### src/rtl/audio_dac_scheduler.sv
// audio_dac_scheduler: mixes two stereo sources once per sample period and drives an
// offset-binary DAC with pop-free mute ramps. Define AUDIO_DAC_SCHED_SATURATE_EN to
// saturate overflowing sums; otherwise they wrap. clip pulses on overflow either way.
module audio_dac_scheduler #(
    parameter int SIGNALWIDTH = 16,
    parameter int RATEDIV     = 1024,
    parameter int RAMPSTEP    = 64
) (
    input  logic                   clk,
    input  logic                   reset_n,
    input  logic                   fm_valid,
    output logic                   fm_ready,
    input  logic [SIGNALWIDTH-1:0] fm_l,
    input  logic [SIGNALWIDTH-1:0] fm_r,
    input  logic                   psg_valid,
    output logic                   psg_ready,
    input  logic [SIGNALWIDTH-1:0] psg_l,
    input  logic [SIGNALWIDTH-1:0] psg_r,
    input  logic                   mute,
    output logic                   sample_tick,
    output logic [SIGNALWIDTH-1:0] dac_l,
    output logic [SIGNALWIDTH-1:0] dac_r,
    output logic                   clip,
    output logic [1:0]             state
);
    localparam int W  = SIGNALWIDTH;
    localparam int CW = $clog2(RATEDIV);
    localparam logic [1:0] MUTED = 2'd0, RAMP_UP = 2'd1, RUN = 2'd2, RAMP_DOWN = 2'd3;
    localparam logic [W-1:0] STEP = W'(RAMPSTEP);

    logic [CW-1:0] cnt;
    logic          fm_full, psg_full;
    logic [W-1:0]  fm_buf_l, fm_buf_r, psg_buf_l, psg_buf_r;
    logic [W-1:0]  fm_cur_l, fm_cur_r, psg_cur_l, psg_cur_r;
    logic          tick_d1, tick_d2, mute_s;
    logic [W:0]    sum_l, sum_r;
    logic          ovf_l, ovf_r;
    logic [W-1:0]  red_l, red_r, tgt_l, tgt_r;
    logic [W-1:0]  up_l, up_r, down_l, down_r;
    logic [W-1:0]  dac_l_nxt, dac_r_nxt;
    logic [1:0]    state_nxt;
    logic          going_down;

    function automatic logic [W-1:0] ramp_up(input logic [W-1:0] d, input logic [W-1:0] t);
        return (d < t) ? ((t - d <= STEP) ? t : d + STEP)
                       : ((d - t <= STEP) ? t : d - STEP);
    endfunction

    function automatic logic [W-1:0] ramp_down(input logic [W-1:0] d);
        return (d > STEP) ? d - STEP : '0;
    endfunction

    assign sample_tick = (cnt == CW'(RATEDIV - 1));
    assign fm_ready    = !fm_full;
    assign psg_ready   = !psg_full;

    // Period counter wrapping at RATEDIV-1
    always_ff @(posedge clk or negedge reset_n) begin
        if (!reset_n) cnt <= '0;
        else          cnt <= sample_tick ? '0 : cnt + 1'b1;
    end

    // Holding buffers: accept when empty, hand over to current sample on tick
    always_ff @(posedge clk or negedge reset_n) begin
        if (!reset_n) begin
            fm_full   <= 1'b0;
            psg_full  <= 1'b0;
            fm_buf_l  <= '0;
            fm_buf_r  <= '0;
            psg_buf_l <= '0;
            psg_buf_r <= '0;
            fm_cur_l  <= '0;
            fm_cur_r  <= '0;
            psg_cur_l <= '0;
            psg_cur_r <= '0;
        end else begin
            fm_full  <= (fm_valid && !fm_full) || (fm_full && !sample_tick);
            psg_full <= (psg_valid && !psg_full) || (psg_full && !sample_tick);
            if (fm_valid && !fm_full) begin
                fm_buf_l <= fm_l;
                fm_buf_r <= fm_r;
            end
            if (psg_valid && !psg_full) begin
                psg_buf_l <= psg_l;
                psg_buf_r <= psg_r;
            end
            if (sample_tick && fm_full) begin
                fm_cur_l <= fm_buf_l;
                fm_cur_r <= fm_buf_r;
            end
            if (sample_tick && psg_full) begin
                psg_cur_l <= psg_buf_l;
                psg_cur_r <= psg_buf_r;
            end
        end
    end

    // Tick pipeline, mute sampling and one-cycle-late mix register
    always_ff @(posedge clk or negedge reset_n) begin
        if (!reset_n) begin
            tick_d1 <= 1'b0;
            tick_d2 <= 1'b0;
            mute_s  <= 1'b1;
            sum_l   <= '0;
            sum_r   <= '0;
        end else begin
            tick_d1 <= sample_tick;
            tick_d2 <= tick_d1;
            if (sample_tick) mute_s <= mute;
            if (tick_d1) begin
                sum_l <= {fm_cur_l[W-1], fm_cur_l} + {psg_cur_l[W-1], psg_cur_l};
                sum_r <= {fm_cur_r[W-1], fm_cur_r} + {psg_cur_r[W-1], psg_cur_r};
            end
        end
    end

    assign ovf_l = sum_l[W] ^ sum_l[W-1];
    assign ovf_r = sum_r[W] ^ sum_r[W-1];
`ifdef AUDIO_DAC_SCHED_SATURATE_EN
    assign red_l = ovf_l ? {sum_l[W], {(W-1){~sum_l[W]}}} : sum_l[W-1:0];
    assign red_r = ovf_r ? {sum_r[W], {(W-1){~sum_r[W]}}} : sum_r[W-1:0];
`else
    assign red_l = sum_l[W-1:0];
    assign red_r = sum_r[W-1:0];
`endif
    assign tgt_l      = {~red_l[W-1], red_l[W-2:0]};
    assign tgt_r      = {~red_r[W-1], red_r[W-2:0]};
    assign up_l       = ramp_up(dac_l, tgt_l);
    assign up_r       = ramp_up(dac_r, tgt_r);
    assign down_l     = ramp_down(dac_l);
    assign down_r     = ramp_down(dac_r);
    assign going_down = mute_s && state != MUTED;

    // State register
    always_ff @(posedge clk or negedge reset_n) begin
        if (!reset_n) state <= MUTED;
        else          state <= state_nxt;
    end

    // Next state: decided once per period at the dac update slot
    always_comb begin
        state_nxt = state;
        if (tick_d2)
            state_nxt = (state == MUTED) ? (mute_s ? MUTED : RAMP_UP) :
                        going_down       ? ((down_l == '0 && down_r == '0) ? MUTED : RAMP_DOWN) :
                        (state == RUN)   ? RUN :
                        ((up_l == tgt_l && up_r == tgt_r) ? RUN : RAMP_UP);
    end

    // Output: dac value for the mode being entered; muted start holds at zero
    always_comb begin
        dac_l_nxt = (state == MUTED) ? '0 : going_down ? down_l : (state == RUN) ? tgt_l : up_l;
        dac_r_nxt = (state == MUTED) ? '0 : going_down ? down_r : (state == RUN) ? tgt_r : up_r;
    end

    // DAC and clip registers updated two cycles after the tick
    always_ff @(posedge clk or negedge reset_n) begin
        if (!reset_n) begin
            dac_l <= '0;
            dac_r <= '0;
            clip  <= 1'b0;
        end else begin
            clip <= tick_d2 && (ovf_l || ovf_r);
            if (tick_d2) begin
                dac_l <= dac_l_nxt;
                dac_r <= dac_r_nxt;
            end
        end
    end
endmodule

### config.mk
export PLATFORM = sky130hd
export DESIGN_NAME = audio_dac_scheduler
export DESIGN_NICKNAME = d
export VERILOG_FILES = /design/src/rtl/audio_dac_scheduler.sv
export SDC_FILE = /design/constraint.sdc
export NUM_CORES = 1
export LEC_CHECK = 0
export CORE_MARGIN = 4
export CORE_UTILIZATION = 60
export CTS_BUF_LIST = sky130_fd_sc_hd__clkbuf_8 sky130_fd_sc_hd__clkbuf_16
export DETAILED_ROUTE_END_ITERATION = 6
export MAX_ROUTING_LAYER = met4
export PLACE_DENSITY = 0.81
export SYNTH_ARGS = -nofsm -noshare
export SYNTH_HDL_FRONTEND = slang
export SYNTH_SLANG_ARGS = --single-unit
### constraint.sdc
create_clock -name clk -period 4.3 [get_ports clk]
set_input_delay 0.86 -clock clk [delete_from_list [all_inputs] [get_ports clk]]
set_output_delay 0.86 -clock clk [all_outputs]
set_load 0.03 [all_outputs]
==> reports/qor.yml, run 1 <==
worst_setup_path:
  crit_path_end_kind: "register"
  path_max_fanout: 13
  cp.arrival_ns: 4.52
  cp-start-kind: "register"
  r2r_slack_ns: 0.20
  critPathKind: "reg -> reg"
  critPathRequiredTime_ns: 4.71
clock_network:
  clk_path_buf_depth: 3
  cts_tree: "built"
  root_buffer: "clkbuf_16"
  cts_buffers: 23
  htree_levels: 1
  cts_sinks: 212
  clk_latency_ns: 0.54
  cts.clk_slew.worst_paths_ns: 0.07
timing:
  fmax_ghz: 0.2438
  maxSlewViolCount: 0
  setup_viol_count_final: 0
  fin_crit_ns: 4.102
  timing.setup.tns_ns: 0
  rsz0062_at_grt: "false"
  hold_viol: 0
  setup_ws_ns: 0.1975
  finalCritPeriodShare_pct: 95.41
  maxSlewHeadroom_pct: 38.96
  skew_ns: 0.02061
  tightestPinTransition_ns: 0.9080
logic_synthesis:
  post_synth.cell_area_avg_um2: 9.493
  synth_edf_count: 0
  yosys.area_share.simple_pct: 13.57
  synthesis.area_mm2: 0.01487
  synth.area.mux_share_pct: 10.72
  ys_types: 99
  ys_ff_latch: 212
  async_flop_share_pct: 100.0
  synth_top_area_cell: "dfrtp_1"
  seq_area_frac_synth_pct: 35.70
  synth_nets: 1738
  synth_area_leaders: "dfrtp_1 (36%), mux2_2 (9.8%), ha_1 (8.5%)"
  synth_top_area_share_pct: 35.52
  synthFlopType: "dfrtp_1"
  synth_xor_area_share_pct: 5.892
  synth_fa_ha_area_share_pct: 8.770
  synth_compound_area_share_pct: 20.39
  yosysWarnings: 0
  syn_inst: 1566
  synth_top_family_by_area: "compound AO/OA/AOI/OAI gates"
power_and_ir_drop:
  power.share.sequential_pct: 47.1
  irDropWorstVdd_mv: 0.3349
  switchingPower_mw: 0.9879
  leakage_nw: 7.947
  p_int_mw: 3.491
  power_frac_clock_pct: 49.0
  swShare_pct: 22.06
  p_per_area_mw_per_mm2: 256.4
  power_frac_comb_pct: 4.0
floorplan:
  start_util_pct: 61.13
  boundaryPins: 107
  std_cell_rows: 57
  core_area_mm2: 0.02432
  chipWidth_um: 165.4
  fp.dieH_um: 165.4
  die_area_mm2: 0.02736
drt:
  wl_per_cell_um: 22.33
  vias: 13170
  dr.first_iter.drc_count: 1483
  drt_wl_total_mm: 45.35
  drt_pass1_iterations: 6
  via_per_inst: 6.482
  drt.antenna.violating_nets: 0
  drc_errors: 0
global_route:
  antenna_found_initial: 1
  grt_usage_pct: 33.63
  grt_pass1_wl_mm: 70.69
  gr-total-overflow: 0
  grt_max_degree: 99
  grt_pass1_vias: 12700
cells_and_area:
  syn_to_final_growth_pct: 17.52
  fill_cells: 1828
  final_area_mm2: 0.01747
  drive_gt1_share_pct: 17.17
  fin_util_pct: 71.83
  fin_nets: 1861
placed_design:
  port_buffers: 106
  place_ws_ns: 0.1803
  place_area_mm2: 0.01653
  gp_congestion: 1.023
  hpwl_mm: 32.54
min_path:
  hold_path_class: "in -> async"
flow_run:
  maxCapViolations: 0
status:
  outcome: "finished, final reports clean"
kinds of logic (layout without fill, tap and decap cells):
group,after synthesis,after routing
DFF,212,212
buffers and inverters,186,325
other,0,1
AOI/OAI and AO/OA,428,429
and+or+nand+nor,394,394
adders and majority gates,103,103
xor gates and xnor gates,100,100
muxes,143,143
final timing paths:
| kind | from | end | depth (start not counted) |
|---|---|---|---|
| max in group asynchronous | reset_n | psg_cur_l[14] | 2 |
| hold reg to reg | cnt[4] | cnt[4] | 1 |
| setup / recovery | dac_l[4] | state[0] | 14 |
| min in group clk | cnt[4] | cnt[4] | 1 |
| hold / removal | reset_n | fm_buf_l[5] | 1 |
| setup reg to reg | dac_l[4] | state[0] | 14 |
flip-flops by register name, summed over array words and instances, names as in the netlist:
signal / flops
state: 2
fm_buf_l: 16
tick_d1: 1
cnt: 10
fm_buf_r: 16
sum_l: 17
psg_buf_l: 16
tick_d2: 1
psg_full: 1
psg_cur_r: 16
sum_r: 17
fm_full: 1
dac_l: 16
fm_cur_l: 16
psg_cur_l: 16
psg_buf_r: 16
dac_r: 16
mute_s: 1
clip: 1
fm_cur_r: 16
cells in the final DEF, fill, tap and decap left out, types with 21 or more instances in the layout:
| cell | instances |
|---|---|
| o21ai_0 | 91 |
| a21oi_1 | 80 |
| xor2_1 | 23 |
| nor3_1 | 48 |
| nor2_1 | 82 |
| inv_1 | 102 |
| nand3_1 | 44 |
| nand2_1 | 82 |
| xnor2_1 | 77 |
| dfrtp_1 | 210 |
| clkbuf_16 | 23 |
| buf_4 | 68 |
| o22ai_1 | 24 |
| ha_1 | 101 |
| clkdlybuf4s50_1 | 105 |
| mux2_2 | 130 |
| or3_1 | 21 |
| a211o_1 | 21 |
per-stage QoR:
step / cells / power (mW) / hold WS (ns)
detailed placement: 1981 / 2.317 / 0.4618
CTS: 2023 / 4.498 / 0.3486
global placement: 1981 / 2.303 / 0.4538
global route: 2031 / 4.606 / 0.3600
floorplan: 1566 / 2.184 / 0.3721
finish: 2031 / 4.479 / 0.3242
cell usage after synthesis, types with 21 or more instances:
master / number
a211o_1: 21
a21oi_1: 81
clkbuf_1: 57
dfrtp_1: 211
ha_1: 101
inv_1: 100
mux2_2: 130
nand2_1: 82
nand3_1: 45
nor2_1: 82
nor3_1: 50
o21ai_0: 91
o22ai_1: 24
or3_1: 21
xnor2_1: 77
xor2_1: 23
critical path, stage by stage (launching register included):
cell and delay, ns:
dfrtp_1 0.48, inv_1 0.10, ha_1 0.53, nor2_1 0.12, nor2_1 0.20, o221a_2 0.26, o21ai_0 0.14, a2111oi_0 0.48
o2111ai_1 0.24, o21a_1 0.25, and3_1 0.20, a211oi_2 0.30, mux2i_1 0.28, o211ai_2 0.13, o31a_1 0.25
timing repair:
action / CTS / global route
endpoints found under the setup margin: 0 / 16
hold buffers: 0 / 0
setup buffers: 0 / 6
gates resized for setup: 0 / 9
power groups by stage:
stage	Clock (mW)	Sequential (mW)	Combinational [mW]
floorplan	0	2.12	0.0613
global placement	0	2.13	0.169
detailed placement	0	2.14	0.177
CTS	2.21	2.11	0.183
global route	2.30	2.11	0.196
finish	2.19	2.11	0.179
per-layer routing:
metal | global-route usage [%] | up-vias | part of all wire (%)
met3 | 4.815 | 138 | 7.9
met2 | 55.07 | 665 | 48
met1 | 43.87 | 6379 | 40
li1 | - | 5983 | -
met5 | - | - | 0
met4 | 10.09 | 0 | 3.5
final cells by class:
cell class	count	area, um^2	area share (%)
inverter	107	401.6	2.299
clock inverter	14	198.9	1.139
antenna	1	2.502	0.01432
sequential	212	5308	30.38
clock buffer	28	644.4	3.689
multi-input combinational	1169	8894	50.91
timing repair buffer	176	1615	9.247
tap	324	405.4	2.321
No activity file was read; power rests on OpenSTA's default activity.
==> run 2: changes to the inputs <==
- GPL_TIMING_DRIVEN: default -> 0
==> reports/qor.yml, run 2 (synthesis results as in run 1) <==
status:
  outcome: "finished, final reports clean"
worst_setup_path:
  cp-start-kind: "register"
  path_cells: "inv_1 -> ha_1 -> buf_2 -> and3_4 -> o21a_1 -> o31ai_1 -> a21oi_1 -> or3_1 -> nand4_1 -> o21ai_2 -> buf_4 -> o22ai_1 -> o2111ai_1 -> nor4_2 -> o211ai_2 -> o31a_1"
  worst-path-buf-inv: 3
  slowest_stage: "dfrtp_2"
  crit_path_end_kind: "register"
  critPathKind: "reg -> reg"
  r2r_end: "state[0]"
  cp.arrival_ns: 4.59
  critPathRequiredTime_ns: 4.69
  path_max_fanout: 10
  reg2reg_from: "dac_r[4]"
  cp_top_family: "compound AO/OA/AOI/OAI gates"
  r2r_slack_ns: 0.11
  crit_path_max_incr_delay_ns: 0.46
  r2r_cells: 16
drt:
  met1Wirelength_mm: 18.40
  met2_length_mm: 20.88
  via_per_inst: 6.434
  drt.antenna.violating_nets: 0
  dr.first_iter.drc_count: 1408
  drc_errors: 0
  wl_per_cell_um: 21.67
  drt_wl_total_mm: 44.23
  drt_pass1_iterations: 6
  top_layer: "met4"
  vias: 13130
  wl_met3_mm: 3.558
cells_and_area:
  seqCellArea_mm2: 0.005321
  fill_cells: 1798
  syn_to_final_growth_pct: 17.21
  diodes: 0
  final_cell_mix: "dfrtp_1 (199), mux2_2 (130), clkdlybuf4s50_1 (105), inv_1 (104), ha_1 (99)"
  multi_input_area_mm2: 0.009020
  final_common_cell: "dfrtp_1"
  fin_nets: 1874
  fin_util_pct: 71.65
  reg_top3: "sum_l (17), sum_r (17)"
  drive_gt1_share_pct: 15.96
clock_network:
  cts_buffers: 23
  htree_levels: 1
  cts_sinks: 212
  cts.clk_slew.worst_paths_ns: 0.06
  root_buffer: "clkbuf_16"
  clk_latency_ns: 0.51
  cts_tree: "built"
  clk_path_buf_depth: 3
floorplan:
  chipWidth_um: 165.4
  std_cell_rows: 57
  fp.dieH_um: 165.4
  core_area_mm2: 0.02432
  die_area_mm2: 0.02736
  start_util_pct: 61.13
  boundaryPins: 107
flow_run:
  maxCapViolations: 0
timing:
  setup_viol_count_final: 0
  maxSlewViolCount: 0
  fmax_ghz: 0.2384
  timing.setup.tns_ns: 0
  whs_ns: 0.3692
  hold_viol: 0
  finalCritPeriodShare_pct: 97.53
  skew_ns: 0.01045
  tightestPinTransition_ns: 1.336
  fin_crit_ns: 4.194
  maxSlewHeadroom_pct: 10.14
global_route:
  grt_pass1_wl_mm: 69.52
  grt_pass1_vias: 12730
  grt_max_degree: 120
  gr-total-overflow: 0
  grt_usage_pct: 32.91
  antenna_found_initial: 0
power_and_ir_drop:
  irDropWorstVdd_mv: 0.3218
  p_per_area_mw_per_mm2: 246.3
  finalPower_mw: 4.291
  leakage_nw: 7.797
placed_design:
  port_buffers: 106
  hpwl_mm: 33.30
  gp_congestion: 0.9959
min_path:
  hold_path_class: "in -> async"
-- run 2: how the worst max path moves through the flow --
stage               slack, ns           to  depth (start not counted)  startpoint
global placement        -6.27  fm_cur_r[2]                          1     reset_n
finish                   0.11     state[0]                         16    dac_r[4]
floorplan                0.20     dac_r[5]                         17    dac_r[6]
CTS                    -0.002    dac_r[11]                         16    dac_r[6]
global route            -0.03     state[0]                         16    dac_r[4]
detailed placement      -0.72     state[0]                         16    dac_r[8]
-- run 2: through the flow --
stage	setup slack, ns	cell area, um^2	std cells
global route	-0.03243	17420	2041
finish	0.1061	17420	2041
global placement	-6.274	16330	1996
detailed placement	-0.7156	16360	1997
CTS	-0.002091	17230	2037
floorplan	0.1971	14870	1566
-- run 2: worst reg2reg max path, stage by stage, from the launching register on --
cell and delay [ns]:
dfrtp_2 0.46, inv_1 0.11, ha_1 0.30, buf_2 0.19, and3_4 0.22, o21a_1 0.13, o31ai_1 0.39, a21oi_1 0.09
or3_1 0.39, nand4_1 0.23, o21ai_2 0.10, buf_4 0.19, o22ai_1 0.32, o2111ai_1 0.19, nor4_2 0.38, o211ai_2 0.14
o31a_1 0.25
-- run 2: cell type report --
class,count,area share [%]
Clock inverter,14,0.8473
Inverter,107,2.334
Buffer,70,1.788
Sequential cell,212,30.54
Timing Repair Buffer,120,6.858
Tap cell,324,2.327
Clock buffer,26,3.540
Multi-Input combinational cell,1168,51.77
-- run 2: layer usage --
metal / global-route usage (%) / vias up
li1: - / 6006
met1: 44.79 / 6403
met2: 52.08 / 632
met3: 4.195 / 90
met4: 10.01 / 0
met5: - / -
-- run 2: what timing repair did --
| item | in CTS | in global routing |
|---|---|---|
| buffers inserted | 4 | 9 |
| hold buffers | 0 | 0 |
| setup endpoints to repair | 32 | 32 |
| cloned | 0 | 0 |
| pin swaps | 5 | 9 |
| gates resized for setup | 23 | 36 |
-- run 2: report_power, final --
group / internal [mW] / leakage, nW / switching, mW / total, mW
combinational: 0.107 / 4.59 / 0.0674 / 0.175
clock: 1.20 / 0.390 / 0.805 / 2.01
sequential: 2.07 / 2.81 / 0.0425 / 2.11
total: 3.38 / 7.80 / 0.915 / 4.29
